**src/rtl/shift_sequencer.sv**
```systemverilog
// Multi-cycle controller that sequences an external single-bit shift_register
// through a load followed by `amount` single-bit shifts, then captures the result.
module shift_sequencer #(
    parameter int w  = 8,
    parameter int aw = $clog2(w) + 1
) (
    input  logic          clk,
    input  logic          rst,
    input  logic          start,
    input  logic [2:0]    op,
    input  logic [aw-1:0] amount,
    input  logic [w-1:0]  data,
    input  logic          clear,
    output logic          busy,
    output logic          done,
    output logic [w-1:0]  result,
    output logic          carry,
    output logic [w-1:0]  srParallelIn,
    output logic          srSerialIn,
    output logic          srLshift,
    output logic          srRshift,
    output logic          srLoad,
    output logic          srEn,
    input  logic [w-1:0]  srParallelOut,
    input  logic          srSerialOut
);

    typedef enum logic [1:0] {
        IDLE  = 2'd0,
        LOAD  = 2'd1,
        SHIFT = 2'd2,
        DONE  = 2'd3
    } state_t;

    localparam logic [2:0] OP_LSL = 3'b000;
    localparam logic [2:0] OP_LSR = 3'b001;
    localparam logic [2:0] OP_ASR = 3'b010;
    localparam logic [2:0] OP_ROL = 3'b011;
    localparam logic [2:0] OP_ROR = 3'b100;

    state_t        state;
    logic [2:0]    op_q;
    logic [aw-1:0] amount_q;
    logic [aw-1:0] count;
    logic [w-1:0]  data_q;
    logic          busy_q;
    logic          done_q;
    logic          reserved;
    logic          left;

    assign reserved = (op_q > OP_ROR);
    assign left     = (op_q == OP_LSL) || (op_q == OP_ROL);
    assign busy     = busy_q;
    assign done     = done_q;

    // busy/done are registered alongside the state so they change on the same edge
    always_ff @(posedge clk or negedge rst) begin
        if (!rst) begin
            state    <= IDLE;
            op_q     <= '0;
            amount_q <= '0;
            data_q   <= '0;
            count    <= '0;
            busy_q   <= 1'b0;
            done_q   <= 1'b0;
            result   <= '0;
            carry    <= 1'b0;
        end else if (clear) begin
            state  <= IDLE;
            busy_q <= 1'b0;
            done_q <= 1'b0;
        end else begin
            case (state)
                IDLE: begin
                    done_q <= 1'b0;
                    if (start) begin
                        op_q     <= op;
                        amount_q <= amount;
                        data_q   <= data;
                        busy_q   <= 1'b1;
                        state    <= LOAD;
                    end
                end
                LOAD: begin
                    count <= amount_q;
                    carry <= 1'b0;
                    if ((amount_q != '0) && !reserved) begin
                        state <= SHIFT;
                    end else begin
                        busy_q <= 1'b0;
                        done_q <= 1'b1;
                        state  <= DONE;
                    end
                end
                SHIFT: begin
                    carry <= srSerialOut;
                    count <= count - aw'(1);
                    if (count == aw'(1)) begin
                        busy_q <= 1'b0;
                        done_q <= 1'b1;
                        state  <= DONE;
                    end
                end
                DONE: begin
                    result <= srParallelOut;
                    done_q <= 1'b0;
                    state  <= IDLE;
                end
                default: state <= IDLE;
            endcase
        end
    end

    // Register controls decode from state; clear gates them so the register holds
    // on the abort cycle. Rotates feed serialOut straight back into serialIn.
    always_comb begin
        srParallelIn = '0;
        srSerialIn   = 1'b0;
        srLshift     = 1'b0;
        srRshift     = 1'b0;
        srLoad       = 1'b0;
        srEn         = 1'b0;
        if (!clear) begin
            case (state)
                LOAD: begin
                    srLoad       = 1'b1;
                    srEn         = 1'b1;
                    srParallelIn = data_q;
                end
                SHIFT: begin
                    srEn     = 1'b1;
                    srLshift = left;
                    srRshift = !left;
                    case (op_q)
                        OP_ASR:         srSerialIn = srParallelOut[w-1];
                        OP_ROL, OP_ROR: srSerialIn = srSerialOut;
                        default:        srSerialIn = 1'b0;
                    endcase
                end
                default: ;
            endcase
        end
    end

endmodule

```
**config.mk**
```make
export PLATFORM = sky130hd
export DESIGN_NAME = shift_sequencer
export DESIGN_NICKNAME = d
export VERILOG_FILES = /design/src/rtl/shift_sequencer.sv
export SDC_FILE = /design/constraint.sdc
export NUM_CORES = 1
export LEC_CHECK = 0
export ABC_AREA = 1
export BUFFER_PORTS_ARGS = -buffer_cell sky130_fd_sc_hd__buf_2
export CAP_MARGIN = 20
export CORE_MARGIN = 5
export CORE_UTILIZATION = 39
export CTS_CLUSTER_SIZE = 10
export DETAILED_ROUTE_END_ITERATION = 8
export PLACE_DENSITY = 0.66
export REMOVE_ABC_BUFFERS = 1
export SLEW_MARGIN = 20
export SYNTH_ARGS = -nofsm -noshare
export SYNTH_HDL_FRONTEND = slang
export SYNTH_SLANG_ARGS = --single-unit
```
**constraint.sdc**
```tcl
create_clock -name clk -period 1.7 [get_ports clk]
set_clock_uncertainty 0.2 [all_clocks]
set_input_delay 0.085 -clock clk [delete_from_list [all_inputs] [get_ports clk]]
set_output_delay 0.085 -clock clk [all_outputs]
set_load 0.05 [all_outputs]
```
==> results of run 1 <==
area by class of cell:
class	count	share of cell area [%]
clock buffers	8	3.51
inverters	15	2.39
multi-input cells	113	32.0
flip-flops and latches	32	31.2
well taps	50	2.44
repair buffers	93	28.5
worst max-delay path: stages (launching register included):
cell,delay [ns]
dfrtp_1,0.40
inv_2,0.12
ha_4,0.16
buf_6,0.13
nand2_1,0.06
nor2_1,0.14
buf_6,0.18
sequential cells by signal, summed over array words and instances, names as in the netlist:
signal,cells
amount_q,4
busy,1
carry,1
count,4
data_q,8
done,1
op_q,3
result,8
state,2
through the flow:
step | setup slack [ns] | hold slack (ns)
after global routing | -0.122 | 0.132
after CTS | -0.0409 | 0.105
after detailed placement | 0.0138 | -0.0160
after floorplan | -0.431 | -0.411
final | -0.0599 | 0.109
after global placement | 0.00982 | -0.0173
power by group through the flow:
stage	registers [W]	clock network (W)	logic (W)
final	0.00140	0.000602	0.00268
after global routing	0.00146	0.000649	0.00290
after CTS	0.00139	0.000613	0.00249
after detailed placement	0.00139	0	0.00222
after global placement	0.00138	0	0.00219
after floorplan	0.00179	0	0.00117
cell usage after synthesis, drive strengths merged:
cell,n,area share (%)
nand2,33,7.8
dfrtp,32,50
nor2,25,6.1
mux2,21,16
inv,15,3.5
o21ai,9,2.8
a21oi,8,2.7
ha,7,5.4
nand3,6,2.6
buf,2,1.2
a32o,1,0.62
clkbuf,1,0.31
nand4,1,0.39
o211ai,1,0.46
xor2,1,0.54
cells in the final DEF (no fill, tap or decap), types with 2 or more instances in the layout:
master,Yosys,layout
nand2_1,32,31
inv_4,0,2
clkbuf_8,0,6
buf_2,0,38
nand3_1,5,4
dfrtp_1,32,32
buf_6,1,14
o21ai_1,0,2
clkbuf_1,0,2
a21oi_1,7,5
ha_4,0,2
o21ai_0,9,7
nor2_1,23,13
nor2_2,2,11
buf_4,1,15
ha_1,7,4
inv_1,14,9
a21oi_2,1,2
mux2_4,6,6
dlygate4sd3_1,0,25
mux2_2,15,15
inv_2,1,4
routing by layer:
metal / up-vias / track usage [%] / share of wire [%]
met4: 0 / 5.14 / 1.3
met3: 9 / 6.76 / 8.0
met2: 43 / 31.6 / 54
li1: 727 / - / -
met1: 729 / 19.7 / 37
met5: - / 0 / 0
worst min path at each step:
| stage | endpoint | slack, ns | depth (start not counted) |
|---|---|---|---|
| after floorplan | amount_q[0] | -0.41 | 0 |
| after global placement | data_q[6] | -0.02 | 1 |
| after detailed placement | data_q[6] | -0.02 | 1 |
| after CTS | state[1] | 0.10 | 4 |
| after global routing | amount_q[3] | 0.13 | 4 |
| final | amount_q[3] | 0.11 | 4 |
timing repair:
item | in CTS | in global routing
setup endpoints to repair | 18 | 28
gates resized for setup | 46 | 12
setup buffers | 2 | 5
hold buffers | 25 | 0
endpoints found under the hold margin | 56 | 0
pin swaps | 3 | 6
logic make-up after synthesis:
group	share of synthesized area [%]
xor+xnor	0.542
fa+ha+maj	5.42
simple gates	17.0
flops	49.5
compound gates	6.58
mux	16.0
buf+inv	4.95
==> metrics.txt, run 1 <==
gate count after technology mapping between 150 and 200; clock input transition at the sequential cells of the worst setup and hold paths approximately 0.060 ns; Setup WS post-layout -0.0599 ns; H-tree lvl count 2; Port Buffers a little over 50; sw power about 0.0021 W; CTS Root Cell clkbuf_8; number of remaining DRC errors 0; min-delay worst type in -> reg; failing checks setup timing; pwr dens approximately 1800 mW/mm2; die area 0.00553 mm2; Chip Height 74.4 um; Required @ worst endpoint 1.41 ns; Final Wtd Congestion 0.759; warnings from Yosys 0; CP Capture Type primary output; Layout area overhead 58.7%; slew margin rel. a little over half; Maximum Capacitance Violations 0; critical path fanouts, max 8; Worst Setup SP state[1]; Boundary Pins 52; register area between 800 and 900 um2; grt ovf 0; Seq/Total Area, Yosys approximately half; final slew viol count 0; vias in the first global route 1,598; unrepaired setup endpoints after global routing yes; Pwr Total 0.00468 W; clk_lat worst skew about 0.28 ns; synthesized area between 0.0015 and 0.002 mm2; r2r endpoint state[0]; nets@finish roughly 300; Core Area roughly 0.004 mm2; Net Sw Frac a little under half; Startpoint Class register; area occupied by multi-input gates around 800 um2; Crit Reg-Reg Startpoint state[1]; Period Utilization, post-route 104%; status finished, violations left; Syn Area/Cell 9.92 um2; Fin. Hold Viols 0; vias per cell 4.85; clk buf depth 2; Initial Util approximately two fifths; CP endpoint srParallelIn[7]; total negative setup slack -0.301 ns; Initial DRC Count 93; Chip Width about 74 um; Gate power share 57.2%; Inserted Diodes 0; TritonRoute pass-1 iters 4; #FFs+latches synth 32; Finished Layout Cells 311; vias 1,508; IR drop worst, VDD 0.938 mV; Post-Layout Inst Area between 0.002 and 0.003 mm2; r2r setup slk 0.02 ns; kind of critical path reg -> out; Worst Reg2Reg Path Length in Cells 8; Placed Cells around 270; Site Rows 23; CP arrival between 1 and 1.5 ns; fin crit period approximately 1.8 ns; Synth cell types 22; Pint roughly 0.0026 W; Routed Antenna Nets 0; sequential share of power between 20% and 30%; GRT Total Usage between 10% and 20%; share of layout cells above drive strength 1 between 40% and 50%; clock network fraction of design power 12.9%; Fillers between 300 and 400; Least-Margin Pin Slew around 0.7 ns; first-pass GRT wire length between 7000 and 8000 um; # clock sinks 32; Lkg Pwr ~1.3 nW; CTS tree done; Setup Viol. Count Final 10; CTS buffer count 5; final core utilization 64.2%; initial antenna violation count 0; DR WL/cell ~15 um; Area after DPL 0.00199 mm2; largest net degree at the start of global routing 33; post-DP HPWL 2730 um; Hold Path Origin start; total routed wirelength around 4500 um; Fmax roughly 0.57 GHz
Note: power is estimated with default switching activity, not from simulation.
==> run 2, diff against run 1 <==
--- a/config.mk
+++ b/config.mk
@@ -12,7 +12,6 @@
 export CORE_UTILIZATION = 39
 export CTS_CLUSTER_SIZE = 10
 export DETAILED_ROUTE_END_ITERATION = 8
-export PLACE_DENSITY = 0.66
 export REMOVE_ABC_BUFFERS = 1
 export SLEW_MARGIN = 20
 export SYNTH_ARGS = -nofsm -noshare
==> constraint.sdc (replaced) <==
create_clock -name clk -period 1.85 [get_ports clk]
set_clock_uncertainty 0.2 [all_clocks]
set_input_delay 0.0925 -clock clk [delete_from_list [all_inputs] [get_ports clk]]
set_output_delay 0.0925 -clock clk [all_outputs]
set_load 0.05 [all_outputs]
==> run 2 against run 1 <==
Final area shrank 5.4%; non-clock buffer count shrank 11; critical path depth is the same; via count shrank 7.6%; combinational power shrank 21%; worst hold slack is essentially flat; sequential power shrank 9%; flip-flop and latch count is the same; clock-buffer cell count shrank 3; core utilization shrank 3.5 points; the run now ends clean.
==> metrics.txt, run 2 (same netlist as run 1, synthesis figures left out) <==
Period Utilization, post-route 97.4%; clk_lat worst skew approximately 0.29 ns; Pwr Total slightly above 0.004 W; Site Rows 23; clk buf depth 2; most common library cell in the layout ignoring fill and taps buf_2; final slew viol count 0; CTS buffer count 5; CTS tree done; initial antenna violation count 0; GRT Total Usage between 10% and 20%; Worst Setup SP state[1]; fin crit period about 1.8 ns; grt ovf 0; pwr dens around 1700 mW/mm2; IR drop worst, VDD 0.716 mV; Worst Reg2Reg Path Length in Cells 4; Crit Reg-Reg Startpoint state[1]; worst path cell trace inv_2 > ha_2 > buf_6 > nand2_1 > nor2_1 > buf_6; largest net degree at the start of global routing 33; most frequent cells in the layout buf_2 (38), dfrtp_1 (32), nand2_1 (31); Fin. Hold Viols 0; CTS Root Cell clkbuf_8; first-pass GRT wire length around 6600 um; Required @ worst endpoint approximately 1.6 ns; Hold Path Origin start; Initial Util between 40% and 50%; Regs by FF count data_q: 8 flops, result: 8 flops; Slowest Stage Delay on Critical Path 0.41 ns; post-DP HPWL ~2600 um; number of remaining DRC errors 0; CP Capture Type primary output; die area 0.00553 mm2; Final Wtd Congestion ~0.79; Fillers roughly 350; share of layout cells above drive strength 1 42.4%; Layout area overhead 50.2%; slew margin rel. roughly half; status completed; Port Buffers 51; total routed wirelength 3960 um; Least-Margin Pin Slew roughly 0.72 ns; CP most frequent cell buf_6; Routed Antenna Nets 0; unrepaired setup endpoints after global routing yes; nets@finish ~280; vias in the first global route between 1k and 1.5k; Setup Viol. Count Final 0; vias per cell around 4.6; DR WL/cell approximately 13 um; Chip Width approximately 74 um; Fmax between 0.5 and 0.6 GHz; Placed Cells around 270; critical path fanouts, max 8; Hold Crit Depth 3; clock input transition at the sequential cells of the worst setup and hold paths approximately 0.070 ns; number of cells on the critical path 6; # clock sinks 32; Startpoint Class register; total negative setup slack 0 ns; Maximum Capacitance Violations 0; Boundary Pins between 50 and 60; Lkg Pwr between 1 and 1.5 nW; CP arrival 1.51 ns; kind of critical path reg -> out; min-delay worst type in -> reg; Chip Height ~74 um; H-tree lvl count 2; TritonRoute pass-1 iters 4; Finished Layout Cells 300; Inserted Diodes 0; worst hold slack between 0.1 and 0.15 ns; buffers and inverters on the worst path 3; vias roughly 1.4k; Core Area 0.00400 mm2; CP delay by family, top buffers and inverters; slowest cell on the critical path dfrtp_1; Initial DRC Count 20
==> run 2: cell type report <==
| class | instances | area (um2) | area share, % |
|---|---|---|---|
| clock buffers | 5 | 68.8 | 2.84 |
| clock inverters | 3 | 42.5 | 1.75 |
| inverters | 15 | 56.3 | 2.32 |
| multi-input cells | 113 | 764 | 31.5 |
| flip-flops and latches | 32 | 801 | 33.0 |
| well taps | 50 | 62.6 | 2.58 |
| repair buffers | 82 | 632 | 26.0 |
==> run 2: where the power goes <==
part	switching, W	internal, W	total, W
logic	0.00131	0.000811	0.00212
clock network	0.000274	0.000398	0.000672
registers	0.000225	0.00105	0.00128
==> run 2: path summary, 6_finish.rpt <==
path,slack (ns),end
hold / removal,0.11,op_q[2]
setup reg to reg,0.11,amount_q[2]
setup / recovery,0.05,srParallelIn[5]
min in group asynchronous,0.19,data_q[6]
hold reg to reg,0.27,busy
max in group asynchronous,0.79,count[1]
==> run 2: worst reg2reg max path: stages (launching register included) <==
cell	delay [ns]
dfrtp_1	0.41
inv_2	0.10
ha_1	0.27
nand3_4	0.27
mux2_4	0.38
==> run 2: routing by layer <==
| layer | up-vias | share of wire (%) | track usage, % |
|---|---|---|---|
| met3 | 4 | 7.1 | 6.08 |
| li1 | 706 | - | - |
| met4 | 0 | 1.0 | 7.11 |
| met5 | - | 0 | 0 |
| met2 | 36 | 50 | 26.2 |
| met1 | 647 | 42 | 18.9 |
==> run 2: through the flow <==
step                      worst slack, ns  util [%]  area, um2
after floorplan                    -0.289         -       1590
after global routing              -0.0446      60.7       2430
after detailed placement           0.0706      48.5       1940
final                              0.0480      60.7       2430
after global placement             0.0968      48.5       1940
after CTS                          0.0177      58.9       2350
==> run 2: timing repair <==
item / CTS / global route
gates resized for setup: 19 / 23
endpoints found under the hold margin: 56 / 0
setup endpoints to repair: 12 / 15
pin swaps: 1 / 2
hold buffers: 25 / 0
buffers inserted: 1 / 1
==> run 3, diff against run 2 <==
--- a/config.mk
+++ b/config.mk
@@ -6,12 +6,13 @@
 export NUM_CORES = 1
 export LEC_CHECK = 0
 export ABC_AREA = 1
-export BUFFER_PORTS_ARGS = -buffer_cell sky130_fd_sc_hd__buf_2
+export BUFFER_PORTS_ARGS = -buffer_cell sky130_fd_sc_hd__buf_4
 export CAP_MARGIN = 20
 export CORE_MARGIN = 5
 export CORE_UTILIZATION = 39
 export CTS_CLUSTER_SIZE = 10
 export DETAILED_ROUTE_END_ITERATION = 8
+export PLACE_DENSITY = 0.75
 export REMOVE_ABC_BUFFERS = 1
 export SLEW_MARGIN = 20
 export SYNTH_ARGS = -nofsm -noshare
==> constraint.sdc (replaced) <==
create_clock -name clk -period 1.9 [get_ports clk]
set_clock_uncertainty 0.2 [all_clocks]
set_input_delay 0.095 -clock clk [delete_from_list [all_inputs] [get_ports clk]]
set_output_delay 0.095 -clock clk [all_outputs]
set_load 0.05 [all_outputs]
==> run 3 against run 2 <==
Register-to-register slack gained 0.04 ns; power down 3.6%; non-clock buffer count is 1 lower; worst hold slack got worse by 0.051 ns; largest power group unchanged.
==> metrics.txt, run 3 (same netlist as run 1, synthesis figures left out) <==
Fillers between 300 and 400; Boundary Pins between 50 and 60; min-delay worst type in -> reg; pwr dens ~1600 mW/mm2; clk buf depth 2; pre-CTS setup slack around 0.12 ns; largest net degree at the start of global routing 33; Initial Util ~40%; Inserted Diodes 0; grt ovf 0; most frequent cells in the layout buf_4 (46), dfrtp_1 (32), nand2_1 (31); clock input transition at the sequential cells of the worst setup and hold paths ~0.070 ns; unrepaired setup endpoints after global routing yes; Port Buffers a little over 50; Maximum Capacitance Violations 0; Fmax 0.544 GHz; Chip Width 74.4 um; CP most frequent cell inv_2; Initial DRC Count 51; Core Area around 0.004 mm2; TritonRoute pass-1 iters 4; # clock sinks 32; Lkg Pwr between 1 and 1.5 nW; CP delay by family, top buffers and inverters; CP arrival 1.54 ns; Startpoint Class register; Required @ worst endpoint ~1.6 ns; kind of critical path reg -> out; Chip Height 74.4 um; number of remaining DRC errors 0; Setup WS post-layout between 0.06 and 0.07 ns; Layout area overhead 53.3%; initial antenna violation count 0; Slowest Stage Delay on Critical Path 0.39 ns; H-tree lvl count 2; clk_lat worst skew approximately 0.28 ns; DR WL/cell around 13 um; slew margin rel. between 70 and 80%; CTS buffer count 5; share of layout cells above drive strength 1 39.4%; Finished Layout Cells 299; final core utilization 61.9%; Post-Layout Inst Area 0.00248 mm2; most common library cell in the layout ignoring fill and taps buf_4; slowest cell on the critical path dfrtp_1; fin crit period 1.84 ns; CP Capture Type primary output; Final Wtd Congestion around 0.8; Period Utilization, post-route 96.7%; Placed Cells between 200 and 300; Least-Margin Pin Slew 0.410 ns; CTS tree done; buffers and inverters on the worst path 4; vias per cell ~4.7; status completed; Routed Antenna Nets 0; post-DP HPWL roughly 2600 um; IR drop worst, VDD roughly 0.86 mV; critical path fanouts, max 3; worst path cell trace inv_2 > ha_1 > inv_2 > nor2_4 > inv_1 > a21oi_2 > buf_6; CTS Root Cell clkbuf_8; Regs by FF count data_q: 8 flops, result: 8 flops; GRT Total Usage between 10% and 20%; die area about 0.0055 mm2; Fin. Hold Viols 0; total routed wirelength about 4000 um; vias in the first global route 1,505; nets@finish about 280; Site Rows 23; Setup Viol. Count Final 0; final slew viol count 0; first-pass GRT wire length 6730 um; vias 1,398; Area after DPL about 0.0021 mm2
==> run 3: cell types whose count changed in the layout (fill, tap and decap cells not counted), sizes merged <==
cell      previous run  this run
bufinv               1         0
clkbuf               6         8
clkinv               1         0
clkinvlp             1         0
==> run 3: layer usage <==
layer / routed length, um / up-vias / GRT usage (%)
li1: - / 704 / -
met1: 1630 / 637 / 19.3
met2: 1930 / 42 / 25.9
met3: 260 / 15 / 5.41
met4: 138 / 0 / 7.31
met5: 0 / - / 0
==> run 3: path summary, 6_finish.rpt <==
check                           depth (start not counted)     start          to  slack, ns
worst max-delay path                                    7  state[0]  srSerialIn       0.06
worst min-delay path                                    4     clear        busy       0.06
worst max register to register                          4  state[1]   data_q[2]       0.15
worst min register to register                          2      busy        busy       0.28
max in group asynchronous                               2       rst   data_q[5]       1.12
min in group asynchronous                               2       rst    count[2]       0.07
==> run 3: through the flow <==
| stage | hold slack, ns | power, W | setup TNS [ns] |
|---|---|---|---|
| 3_5_place_dp | -0.135 | 0.00323 | 0 |
| 2_1_floorplan | -0.401 | 0.00265 | -0.689 |
| 4_1_cts | 0.0335 | 0.00386 | 0 |
| 3_3_place_gp | -0.140 | 0.00318 | 0 |
| 5_1_grt | 0.0595 | 0.00423 | -0.0825 |
| 6_report | 0.0592 | 0.00392 | 0 |
==> run 3: final cells by class <==
class / count / area [um2] / area share, %
clock buffer: 8 / 90.1 / 3.64
inverter: 15 / 56.3 / 2.27
multi-input combinational: 113 / 759 / 30.7
sequential: 32 / 801 / 32.3
tap: 50 / 62.6 / 2.53
timing repair buffer: 81 / 708 / 28.6
==> run 3: timing repair <==
item	4_1_cts	5_1_grt
setup endpoints to repair	4	18
gates resized for setup	4	18
pin swaps	1	0
hold buffers	25	0
setup buffers	2	1
hold endpoints to repair	56	0
==> run 3: where the power goes <==
part	leakage, nW	switching, W	internal [W]	total [W]
clock	0.0455	0.000247	0.000295	0.000543
combinational	0.794	0.00129	0.000848	0.00214
sequential	0.387	0.000222	0.00102	0.00124
==> run 3: tightest hold or removal path, cell delays in order <==
cell     delay (ns)
buf_4          0.19
nor2_1         0.09
nand4_1        0.09
nand2_1        0.05
